**src/rtl/mw_addsub_seq.sv**
```systemverilog
// Multi-word add/subtract sequencer.
// Walks two NWORDS*WIDTH-bit operands LSW-first through an external WIDTH-bit
// addsub slice, one word per clock, rippling the carry between words. It
// assembles the wide result and reports the unsigned carry (or no-borrow) out of
// the MSW and the two's-complement overflow of the full-width operation.
module mw_addsub_seq #(
  parameter int WIDTH  = 4,
  parameter int NWORDS = 4
) (
  input  logic                      clk,
  input  logic                      rst_n,
  input  logic                      start,
  input  logic                      sub,
  input  logic [WIDTH*NWORDS-1:0]   op_a,
  input  logic [WIDTH*NWORDS-1:0]   op_b,
  output logic                      busy,
  output logic                      done,
  output logic [WIDTH*NWORDS-1:0]   result,
  output logic                      carry_out,
  output logic                      overflow,
  output logic [WIDTH-1:0]          slice_a,
  output logic [WIDTH-1:0]          slice_b,
  output logic                      slice_cin,
  output logic                      slice_sub,
  input  logic [WIDTH-1:0]          slice_sum,
  input  logic                      slice_cout
);

  localparam int N     = WIDTH * NWORDS;
  localparam int IDX_W = (NWORDS > 1) ? $clog2(NWORDS) : 1;
  localparam logic [IDX_W-1:0] LAST_IDX = IDX_W'(NWORDS - 1);

  typedef enum logic [1:0] {
    IDLE = 2'd0,
    RUN  = 2'd1,
    DONE = 2'd2
  } state_t;

  state_t           state;
  state_t           state_nxt;
  logic             accept;
  logic             last_word;
  logic [IDX_W-1:0] idx;
  logic [N-1:0]     a_q;
  logic [N-1:0]     b_q;
  logic             sub_q;
  logic             carry_q;

  logic [WIDTH-1:0] a_w   [NWORDS];
  logic [WIDTH-1:0] b_w   [NWORDS];
  logic [WIDTH-1:0] res_w [NWORDS];

  // Signed overflow: the effective B sign is inverted for subtraction; overflow
  // happens when both effective operands share a sign the result does not.
  function automatic logic ovf_calc(input logic a_msb, input logic b_msb,
                                    input logic sub_op, input logic r_msb);
    logic bm;
    bm = sub_op ? ~b_msb : b_msb;
    return (a_msb == bm) && (r_msb != a_msb);
  endfunction

  assign busy      = (state != IDLE);
  assign done      = (state == DONE);
  assign last_word = (state == RUN) && (idx == LAST_IDX);

  // Split latched operands into words and pack the stored result words.
  always_comb begin
    for (int i = 0; i < NWORDS; i++) begin
      a_w[i]                   = a_q[i*WIDTH +: WIDTH];
      b_w[i]                   = b_q[i*WIDTH +: WIDTH];
      result[i*WIDTH +: WIDTH] = res_w[i];
    end
  end

  // FSM state register.
  always_ff @(posedge clk or negedge rst_n) begin
    if (!rst_n) begin
      state <= IDLE;
    end else begin
      state <= state_nxt;
    end
  end

  // FSM next state; start is only honoured from IDLE.
  always_comb begin
    state_nxt = state;
    accept    = 1'b0;
    case (state)
      IDLE: begin
        if (start) begin
          accept    = 1'b1;
          state_nxt = RUN;
        end
      end
      RUN: begin
        if (idx == LAST_IDX) begin
          state_nxt = DONE;
        end
      end
      DONE:    state_nxt = IDLE;
      default: state_nxt = IDLE;
    endcase
  end

  // Operand latch, word index, ripple carry, result words and final flags.
  always_ff @(posedge clk or negedge rst_n) begin
    if (!rst_n) begin
      a_q       <= '0;
      b_q       <= '0;
      sub_q     <= 1'b0;
      carry_q   <= 1'b0;
      idx       <= '0;
      carry_out <= 1'b0;
      overflow  <= 1'b0;
      for (int i = 0; i < NWORDS; i++) begin
        res_w[i] <= '0;
      end
    end else if (accept) begin
      a_q     <= op_a;
      b_q     <= op_b;
      sub_q   <= sub;
      idx     <= '0;
      // Subtraction is A + ~B + 1, so the first word's carry-in is sub.
      carry_q <= sub;
    end else if (state == RUN) begin
      res_w[idx] <= slice_sum;
      carry_q    <= slice_cout;
      if (idx != LAST_IDX) begin
        idx <= idx + IDX_W'(1);
      end
      if (last_word) begin
        carry_out <= slice_cout;
        overflow  <= ovf_calc(a_q[N-1], b_q[N-1], sub_q, slice_sum[WIDTH-1]);
      end
    end
  end

  // Slice drive: current word while running, quiet zeros otherwise.
  always_comb begin
    slice_a   = '0;
    slice_b   = '0;
    slice_cin = 1'b0;
    slice_sub = 1'b0;
    if (state == RUN) begin
      slice_a   = a_w[idx];
      slice_b   = b_w[idx];
      slice_cin = carry_q;
      slice_sub = sub_q;
    end
  end

endmodule

```
**config.mk**
```make
export PLATFORM = sky130hd
export DESIGN_NAME = mw_addsub_seq
export DESIGN_NICKNAME = d
export VERILOG_FILES = /design/src/rtl/mw_addsub_seq.sv
export SDC_FILE = /design/constraint.sdc
export NUM_CORES = 1
export LEC_CHECK = 0
export ABC_AREA = 1
export BUFFER_PORTS_ARGS = -buffer_cell sky130_fd_sc_hd__buf_2
export CAP_MARGIN = 10
export CORE_MARGIN = 2
export CORE_UTILIZATION = 55
export CTS_CLUSTER_SIZE = 14
export DETAILED_ROUTE_END_ITERATION = 10
export GPL_ROUTABILITY_DRIVEN = 0
export GPL_TIMING_DRIVEN = 0
export HOLD_SLACK_MARGIN = 0.02
export PLACE_DENSITY = 0.82
export SLEW_MARGIN = 10
export SYNTH_ARGS = -nofsm -noshare
export SYNTH_HDL_FRONTEND = slang
export SYNTH_SLANG_ARGS = --single-unit
```
**constraint.sdc**
```tcl
create_clock -name clk -period 1.95 [get_ports clk]
set_input_delay 0.39 -clock clk [delete_from_list [all_inputs] [get_ports clk]]
set_output_delay 0.39 -clock clk [all_outputs]
set_load 0.02 [all_outputs]
```
==> key figures <==
Run status
  • Status: completed

Clock network
  • CTS tree: built
  • # clock sinks: between 50 and 60
  • Clock root cell: clkbuf_8
  • # hold bufs at CTS: 0
  • Bufs on Longest Clock Path: 2
  • Reg clk slew, reported paths: roughly 100 ps
  • Clk Latency, worst-skew pair: between 300 and 400 ps
  • Htree depth: 2
  • Inserted Clock Buffers: 5

Drt
  • Detailed Route WL: approximately 6.0 mm
  • Total number of vias: 2294
  • WL per Instance: 13.4 um
  • Starting DRT DRC Count: roughly 130
  • DRC: 0
  • ANT nets after route: 0
  • Vias per cell: roughly 5.1
  • TritonRoute pass-1 iters: 4

Placement
  • Placed cell count: 436
  • Number of buffers added on ports: 70
  • Post-DP HPWL: a little over 4 mm
  • Post-place setup slack: about 180 ps
  • Dpl cell area: just under 3000 um^2

Timing
  • Shortest period the worst path allows: between 1500 and 2000 ps
  • Actual slew at the worst max-slew pin: about 690 ps
  • Slew HR: 53.9%
  • Final setup fails: 0
  • Fin Clk Skew: between 4 and 5 ps
  • Slew Limit Fails: 0
  • Fin crit share: between 90% and 100%
  • Final hold vios: 0
  • Final worst slack: approximately 15 ps
  • Fmax: between 500 and 600 MHz

Flow run
  • MaxCap Viol Count: 0

Yosys
  • Avg Cell Area, Syn: 8.06 um^2
  • Netlist cell types: 18
  • Post-Syn Nets: about 360
  • Synth Warn #: 0
  • Mapped cell area: 2530 um^2
  • Dominant cell type by area after synthesis: dfrtp_1
  • Syn Inst Count: about 310
  • Synth area leaders: dfrtp_1 (55%), nand2_1 (17%), o21ai_0 (7.3%)
  • Yosys top cell area share: between 50 and 60%
  • Sequential-to-total area share from yosys stat: 55.4%
  • Yosys reg bits: between 50 and 60

Critical path
  • Req. time, crit path: roughly 1600 ps
  • CP bufs+invs: 4
  • Most used cell, CP: buf_6
  • Reg2reg end: result[7]
  • Slowest CP cell: dfrtp_1
  • Critical path startpoint category: flip-flop
  • Reg2reg start: idx[1]
  • CP cell instances: buf_6 -> inv_2 -> buf_6 -> nand2_1 -> nand3_1 -> a21oi_2 -> buf_4
  • CP arrival: ~1500 ps
  • Crit. End Element: output port
  • Critical path class: reg -> out
  • Crit Path Max Fanout: 11
  • Reg2Reg Setup Slack: about 560 ps
  • Family with the most delay on the worst path: buffers and inverters
  • CP Depth: 7
  • CP max stage delay: 410 ps
  • Register-to-Register Path Depth: 5

Cells and area
  • Synth-to-layout area growth: 27.5%
  • Layout cells sized above 1: just under 30%
  • Final non-filler cell total: roughly 450
  • Finished Cell Area: ~3200 um^2
  • N_diodes: 0
  • Fill count: between 300 and 400
  • NumNets Final: around 440

Global routing
  • Initial antenna violation count: 0
  • GRT Total Usage: between 20% and 30%
  • Total grt overflow: 0
  • Vias in the first global route: 2214
  • First-pass GRT wire length: ~9.9 mm
  • Largest net degree at the start of global routing: between 50 and 60

Power
  • Design Power: approximately 5.8 mW
  • Leak: about 1.7 nW
  • Pwr dens: between 1500 and 2000 nW/um^2
  • Peak VDD IR: 0.000855 V

Die
  • Core Rows: 24
  • Initial Util: between 50 and 60%
  • Die area: ~5200 um^2
  • Die height: about 72 um
  • Die width: a little over 70 um
  • Core box area: 4380 um^2
  • I/O pin cnt: 71

Worst hold path
  • Min-delay worst type: in -> async
[flip-flops by register name, summed over array words and instances (netlist names)]
register   flops
a_q           16
b_q           16
carry_out      1
carry_q        1
idx            2
overflow       1
result        16
state          2
sub_q          1
[synthesized netlist by cell type, drive strengths merged]
cell	n
a21oi	8
buf	11
clkbuf	2
clkinv	1
dfrtp	56
ha	4
inv	36
nand2	117
nand3	14
nor2	22
o21ai	43
[through the flow]
step	utilization (%)	TNS, ps	hold WS (ps)
after CTS	70.1	0	264
after global placement	67.2	0	458
final	73.6	0	105
after floorplan	-	0	94.4
after detailed placement	67.2	0	462
after global routing	73.6	-46.5	163
[report_power, final]
| group | internal [mW] | total [mW] | switching, mW |
|---|---|---|---|
| sequential | 1.72 | 1.97 | 0.247 |
| combinational | 1.16 | 3.08 | 1.92 |
| clock | 0.380 | 0.758 | 0.377 |
| total | 3.26 | 5.80 | 2.54 |
[cell usage in the layout (no fill, tap or decap), drive strengths merged]
cell      synthesis  layout
clkinvlp          0       1
clkinv            1       2
dfrtp            56      56
clkbuf            2       8
a21oi             8       8
o21ai            43      43
inv              36      36
nand3            14      14
nor2             22      22
bufinv            0       1
ha                4       4
buf              11      83
nand2           117     117
[worst register-to-register path, stage by stage, from the launching register on]
cell      delay [ps]
dfrtp_1          420
clkinv_2         170
buf_6            200
ha_1             180
nand2_1          190
o21ai_0          120
[layout make-up]
cell class	count	area, um^2	area share (%)
repair buffers	73	424	13.1
clock buffers	5	68.8	2.13
flip-flops and latches	56	1400	43.4
plain buffers	13	111	3.45
inverters	37	140	4.34
well taps	52	65.1	2.02
clock inverters	3	42.5	1.32
multi-input cells	208	973	30.2
[repair_timing]
action	4_1_cts	5_1_grt
endpoints found under the setup margin	8	8
cloned	0	1
buffers inserted	1	1
pin swaps	0	8
gates resized for setup	5	36
[worst max-delay path by stage]
stage,from,end,slack (ps)
after global placement,idx[0],slice_b[0],200
after CTS,idx[0],slice_b[0],10
after floorplan,idx[0],slice_a[2],360
after global routing,idx[0],slice_a[3],-30
final,idx[0],slice_a[3],20
after detailed placement,idx[0],slice_b[0],180
[cells by family after synthesis]
logic type | count (synthesis) | share of synthesized area (%)
adder cells (fa/ha/maj) | 4 | 1.98
AND/OR/NAND/NOR | 153 | 24.0
AO/OA/AOI/OAI | 51 | 10.1
buffers and inverters | 50 | 8.56
flip-flops | 56 | 55.4
[metal layers]
| metal | track usage [%] | vias up | routed length, um | share of wire, % |
|---|---|---|---|---|
| met5 | 0 | - | 0 | 0 |
| met4 | 6.50 | 0 | 98 | 1.6 |
| met3 | 5.63 | 10 | 343 | 5.7 |
| met2 | 41.8 | 85 | 3040 | 51 |
| met1 | 33.5 | 1072 | 2510 | 42 |
| li1 | - | 1127 | - | - |
Power figures use the tool's default switching activity.
